File: config.mk
export PLATFORM = sky130hd
export DESIGN_NAME = apb_slave_regfile
export DESIGN_NICKNAME = d
export VERILOG_FILES = /design/src/rtl/apb_pkg.sv /design/src/rtl/apb_wait_ctr.sv /design/src/rtl/apb_slave_regfile.sv
export SDC_FILE = /design/constraint.sdc
export NUM_CORES = 1
export LEC_CHECK = 0
export BUFFER_PORTS_ARGS = -buffer_cell sky130_fd_sc_hd__buf_2
export CAP_MARGIN = 10
export CORE_UTILIZATION = 50
export DETAILED_ROUTE_END_ITERATION = 16
export PLACE_DENSITY = 0.75
export SETUP_SLACK_MARGIN = 0.3
export SYNTH_ARGS = -nofsm -noshare
export SYNTH_HDL_FRONTEND = slang
export SYNTH_SLANG_ARGS = --single-unit
File: constraint.sdc
create_clock -name pclk_i -period 43.1 [get_ports pclk_i]
set_input_delay 0 -clock pclk_i [delete_from_list [all_inputs] [get_ports pclk_i]]
set_output_delay 0 -clock pclk_i [all_outputs]
set_load 0.01 [all_outputs]
File: src/rtl/apb_pkg.sv
// Shared APB definitions: default bus widths, word-address LSB and the completer FSM state type.
package apb_pkg;

    localparam int APB_DATA_W = 32;
    localparam int APB_ADDR_W = 32;
    localparam int ADDR_LSB   = 2;

    typedef enum logic [0:0] {
        IDLE   = 1'b0,
        ACCESS = 1'b1
    } apb_slv_state_e;

endpackage

File: src/rtl/apb_wait_ctr.sv
// Loadable down-counter holding the remaining wait states of the current APB transfer.
module apb_wait_ctr #(
    parameter int WAIT_W = 4
) (
    input  logic              pclk_i,
    input  logic              prst_i,
    input  logic              load_i,
    input  logic [WAIT_W-1:0] load_val_i,
    input  logic              dec_i,
    output logic              zero_o
);

    logic [WAIT_W-1:0] r_cnt;

    // A fresh setup always wins over a decrement.
    always_ff @(posedge pclk_i or posedge prst_i) begin
        if (prst_i) begin
            r_cnt <= '0;
        end else if (load_i) begin
            r_cnt <= load_val_i;
        end else if (dec_i && (r_cnt != '0)) begin
            r_cnt <= r_cnt - 1'b1;
        end
    end

    assign zero_o = (r_cnt == '0);

endmodule

File: src/rtl/apb_slave_regfile.sv
// APB3 completer backing a word-addressed register file, with a per-transfer
// programmable number of wait states sampled in the setup phase.
//
// state  | meaning
// IDLE   | no transfer in flight, waiting for a setup phase
// ACCESS | transfer captured; counting wait states, completes when counter hits 0
module apb_slave_regfile
    import apb_pkg::*;
#(
    parameter int DATA_W   = APB_DATA_W,
    parameter int ADDR_W   = APB_ADDR_W,
    parameter int NUM_REGS = 16,
    parameter int WAIT_W   = 4
) (
    input  logic              pclk_i,
    input  logic              prst_i,
    input  logic              psel_i,
    input  logic              penable_i,
    input  logic [ADDR_W-1:0] paddr_i,
    input  logic              pwrite_i,
    input  logic [DATA_W-1:0] pwdata_i,
    input  logic [WAIT_W-1:0] wait_cfg_i,
    output logic [DATA_W-1:0] prdata_o,
    output logic              pready_o,
    output logic              pslverr_o
);

    localparam int                IDX_W      = $clog2(NUM_REGS);
    localparam logic [ADDR_W-1:0] ADDR_LIMIT = ADDR_W'(NUM_REGS * 4);

    apb_slv_state_e    r_state;
    logic [IDX_W-1:0]  r_idx;
    logic              r_write;
    logic              r_err;
    logic [DATA_W-1:0] r_wdata;
    logic [DATA_W-1:0] r_rdata;
    logic [DATA_W-1:0] r_regs [NUM_REGS];

    logic              w_setup;
    logic              w_access;
    logic              w_zero;
    logic              w_complete;
    logic [IDX_W-1:0]  w_idx;
    logic              w_err;

    assign w_setup    = psel_i & ~penable_i;
    assign w_access   = (r_state == ACCESS) & psel_i & penable_i;
    assign w_complete = w_access & w_zero;
    assign w_idx      = paddr_i[ADDR_LSB +: IDX_W];
    assign w_err      = (paddr_i[ADDR_LSB-1:0] != '0) | (paddr_i >= ADDR_LIMIT);

    apb_wait_ctr #(
        .WAIT_W (WAIT_W)
    ) u_wait_ctr (
        .pclk_i     (pclk_i),
        .prst_i     (prst_i),
        .load_i     (w_setup),
        .load_val_i (wait_cfg_i),
        .dec_i      (w_access & ~w_zero),
        .zero_o     (w_zero)
    );

    always_ff @(posedge pclk_i or posedge prst_i) begin
        if (prst_i) begin
            r_state <= IDLE;
        end else begin
            case (r_state)
                IDLE: begin
                    if (w_setup) r_state <= ACCESS;
                end
                ACCESS: begin
                    if (!psel_i || w_complete) r_state <= IDLE;
                end
                default: r_state <= IDLE;
            endcase
        end
    end

    // A setup seen while in ACCESS is a protocol violation; it simply restarts the transfer.
    always_ff @(posedge pclk_i or posedge prst_i) begin
        if (prst_i) begin
            r_idx   <= '0;
            r_write <= 1'b0;
            r_err   <= 1'b0;
            r_wdata <= '0;
            r_rdata <= '0;
        end else if (w_setup) begin
            r_idx   <= w_idx;
            r_write <= pwrite_i;
            r_err   <= w_err;
            r_wdata <= pwdata_i;
            r_rdata <= r_regs[w_idx];
        end
    end

    always_ff @(posedge pclk_i or posedge prst_i) begin
        if (prst_i) begin
            for (int i = 0; i < NUM_REGS; i++) r_regs[i] <= '0;
        end else if (w_complete && r_write && !r_err) begin
            r_regs[r_idx] <= r_wdata;
        end
    end

    assign pready_o  = w_complete;
    assign pslverr_o = w_complete & r_err;
    assign prdata_o  = (w_complete & ~r_write & ~r_err) ? r_rdata : '0;

endmodule

==> summary.md <==
| Metric | Value |
|---|---|
| Initial antenna violation count | 0 |
| Largest net degree at the start of global routing | 145 |
| F_max | 0.291 GHz |
| Slew HR | 19.6% |
| Setup TNS | 0 ns |
| Total power per unit cell area | 38.4 mW/mm^2 |
| WL/cell | 22.9 um |
| Layout area overhead | 13.0% |
| Total grt overflow | 0 |
| Nets | 2,123 |
| Starting density of the core | 50.9% |
| DP Cell Count | 2,621 |
| Post-DR vias/cell | 5.89 |
| Crit Path Class | reg2reg |
| Least-Margin Pin Slew | 1.20 ns |
| HP Class | in2reg |
| # IOs | 107 |
| LEAKAGE | 0.0150 uW |
| Max incr delay on CP | 1.10 ns |
| Worst skew pair latency | 0.62 ns |
| R2r worst-path depth | 7 |
| ANT nets after route | 0 |
| Fin util | 57.5% |
| Top Family by Delay on Critical Path | simple AND/OR/NAND/NOR gates |
| Global-route wire length before repair | 101,000 um |
| Critical path peak fanout | 19 |
| Sequential element share of the synthesized area | 55.8% |
| Sequential fraction of design power | 51.4% |
| Initial DRC Count | 1,080 |
| Period Utilization, post-route | 7.99% |
| Design area | 0.0297 mm^2 |
| DRC | 0 |
| Worst hold margin | 0.0775 ns |
| #FFs+latches synth | 587 |
| Setup Skew | 0.0263 ns |
| Clk pwr share | 42.6% |
| Share of cells above drive strength 1 | 34.8% |
| Fin. Hold Viols | 0 |
| Core area | 0.0517 mm^2 |
| Num rows | 83 |
| Synth Warn # | 0 |
| CTS root buf | clkbuf_16 |
| Min cycle time layout | 3.44 ns |
| IO Port Bufs | 106 |
| R2R setup slack | 39.66 ns |
| Commonest non-fill, non-tap cell in the layout | dfrtp_1 |
| Crit path buf inv count | 2 |
| Post-Synthesis Cells | 1,959 |
| Cell variety after synth | 34 |
| Postcts setup bufs | 0 |
| Max Cap Violations | 0 |
| Critical Path AT | 3.92 ns |
| Comb power frac | 5.9% |
| Most frequent cells in the layout | dfrtp_1 (587), mux2_2 (434), nand2_1 (193) |
| # H-tree levels | 2 |
| CTS tree | yes |
| Via count | 16,293 |
| Worst hold start | penable_i |
| GRT Util Overall | 24.4% |
| Post-Route WL | 63,200 um |
| Startpoint Class | flip-flop |
| RR Endpoint | r_regs[61] |
| Switching Fraction | 23.9% |
| Post-DP HPWL | 36,500 um |
| Internal cell power | 869 uW |
| Setup crit end kind | flip-flop |
| Unrepaired setup endpoints after global routing | no |
| Fin cells | 2,765 |
| CTS sink cnt | 587 |
| Worst-path clk slew | 0.06 ns |
| DRT Pass-1 Iters | 5 |
| GPL Wtd Cong | 0.761 |
| Synthesized net count | 2,034 |
| Mapped cell area | 0.0263 mm^2 |
| DIE AREA | 0.0536 mm^2 |
| CP cell instances | inv_1 > ha_1 > nor3b_4 > nand4_4 > nor3_4 > buf_4 > mux2_2 |
| Reg2reg start | u_wait_ctr.r_cnt[0] |
| Mapped Avg Cell Area | 13.4 um^2 |
| # diodes | 0 |
| Max-slew violation count | 0 |
| Hold depth | 5 |
| Vias in the first global route | 17,520 |
| Post-CTS Resized | 0 |
| Cts bufs inserted | 59 |
| Placed Area | 0.0274 mm^2 |
| Slowest-stage cell, CP | nor3_4 |
| CTS Buffer Depth | 3 |
| Hold Path End | r_wdata[22] |
| Outcome | finished, final reports clean |
| Data required, critical path | 43.58 ns |
| Max IR drop VDD | 0.0331 mV |
| Die Y | 232 um |
| Final number of setup-violating endpoints | 0 |
| Die width | 232 um |
| Switching pwr | 273 uW |
| Hold_buf cts | 45 |
[routing by layer]
| layer | track usage (%) | wire length [um] | vias to the layer above |
|---|---|---|---|
| met5 | 0 | 0 | - |
| met4 | 7.57 | 1520 | 0 |
| met3 | 3.10 | 2520 | 100 |
| met2 | 40.5 | 30800 | 332 |
| met1 | 33.5 | 28300 | 8682 |
| li1 | - | - | 7179 |
[per-stage QoR]
step | total power [uW] | setup WS, ns
after floorplan | 634 | 26.67
final | 1140 | 39.66
after CTS | 1150 | 39.63
after global routing | 1180 | 39.54
after global placement | 660 | 39.69
after detailed placement | 662 | 39.63
[cell type report]
cell class	count	area, um^2
tap	680	851
sequential	587	14700
clock buffer	90	1770
timing repair buffer	188	1290
fill	4154	22000
multi-input combinational	1207	11100
inverter	5	26.3
clock inverter	8	55.1
[Yosys cell counts]
cell	number	area [um^2]
nand3_1	29	145
buf_2	51	255
nor3_2	7	70.1
buf_1	7	26.3
dfrtp_1	587	14700
ha_1	2	25.0
mux2i_1	185	1850
xnor2_1	3	26.3
or3_1	1	6.26
nand2b_1	4	25.0
nor3b_1	2	15.0
nand2_1	193	724
a21oi_1	29	145
o21ai_0	5	25.0
nor3b_4	1	18.8
a22oi_1	64	480
mux2_1	79	890
nand4_4	1	21.3
inv_1	5	18.8
nor2b_1	4	25.0
and2_1	33	206
buf_4	6	45.0
a31oi_1	18	113
nand4b_1	1	8.76
nor3_1	7	35.0
mux4_2	36	811
nand4_1	34	213
nand3b_1	1	7.51
nor4_2	1	12.5
nor2_1	23	86.3
mux2_2	434	4890
nor4_1	7	43.8
clkbuf_1	96	360
or4_1	3	22.5
[power by group through the flow]
stage          Combinational, uW  Clock (uW)  Sequential (uW)
6_report                    67.9         487              588
5_1_grt                     75.3         519              590
4_1_cts                     68.6         496              587
3_5_place_dp                65.1           0              597
3_3_place_gp                63.6           0              596
2_1_floorplan               51.6           0              583
[flip-flops by register name (all words and copies together) (netlist names)]
signal / flops
r_err: 1
r_idx: 4
r_rdata: 32
r_regs: 512
r_state: 1
r_wdata: 32
r_write: 1
u_wait_ctr.r_cnt: 4
[worst min-delay path, stage by stage]
cell     delay (ns)
buf_2          0.17
nor2b_4        0.05
buf_4          0.25
nand2_1        0.12
nand2_1        0.04
[how the worst max path moves through the flow]
stage | from | end | slack (ns) | cells past startpoint
finish | u_wait_ctr.r_cnt[0] | r_regs[61] | 39.66 | 7
floorplan | prst_i | r_err | 26.67 | 1
global route | u_wait_ctr.r_cnt[0] | r_regs[61] | 39.54 | 7
CTS | u_wait_ctr.r_cnt[0] | r_regs[61] | 39.63 | 7
global placement | u_wait_ctr.r_cnt[0] | r_regs[33] | 39.69 | 7
detailed placement | u_wait_ctr.r_cnt[0] | r_regs[35] | 39.63 | 7
[logic make-up (layout without fill, tap and decap cells)]
family | count (synthesis) | count (layout) | share of synthesized area (%)
compound gates | 116 | 116 | 2.90
xor+xnor | 3 | 3 | 0.0998
fa+ha+maj | 2 | 2 | 0.0950
buf+inv | 165 | 291 | 2.68
flops | 587 | 587 | 55.8
mux | 734 | 734 | 32.0
simple gates | 352 | 352 | 6.40
Note: power is estimated with default switching activity, not from simulation.
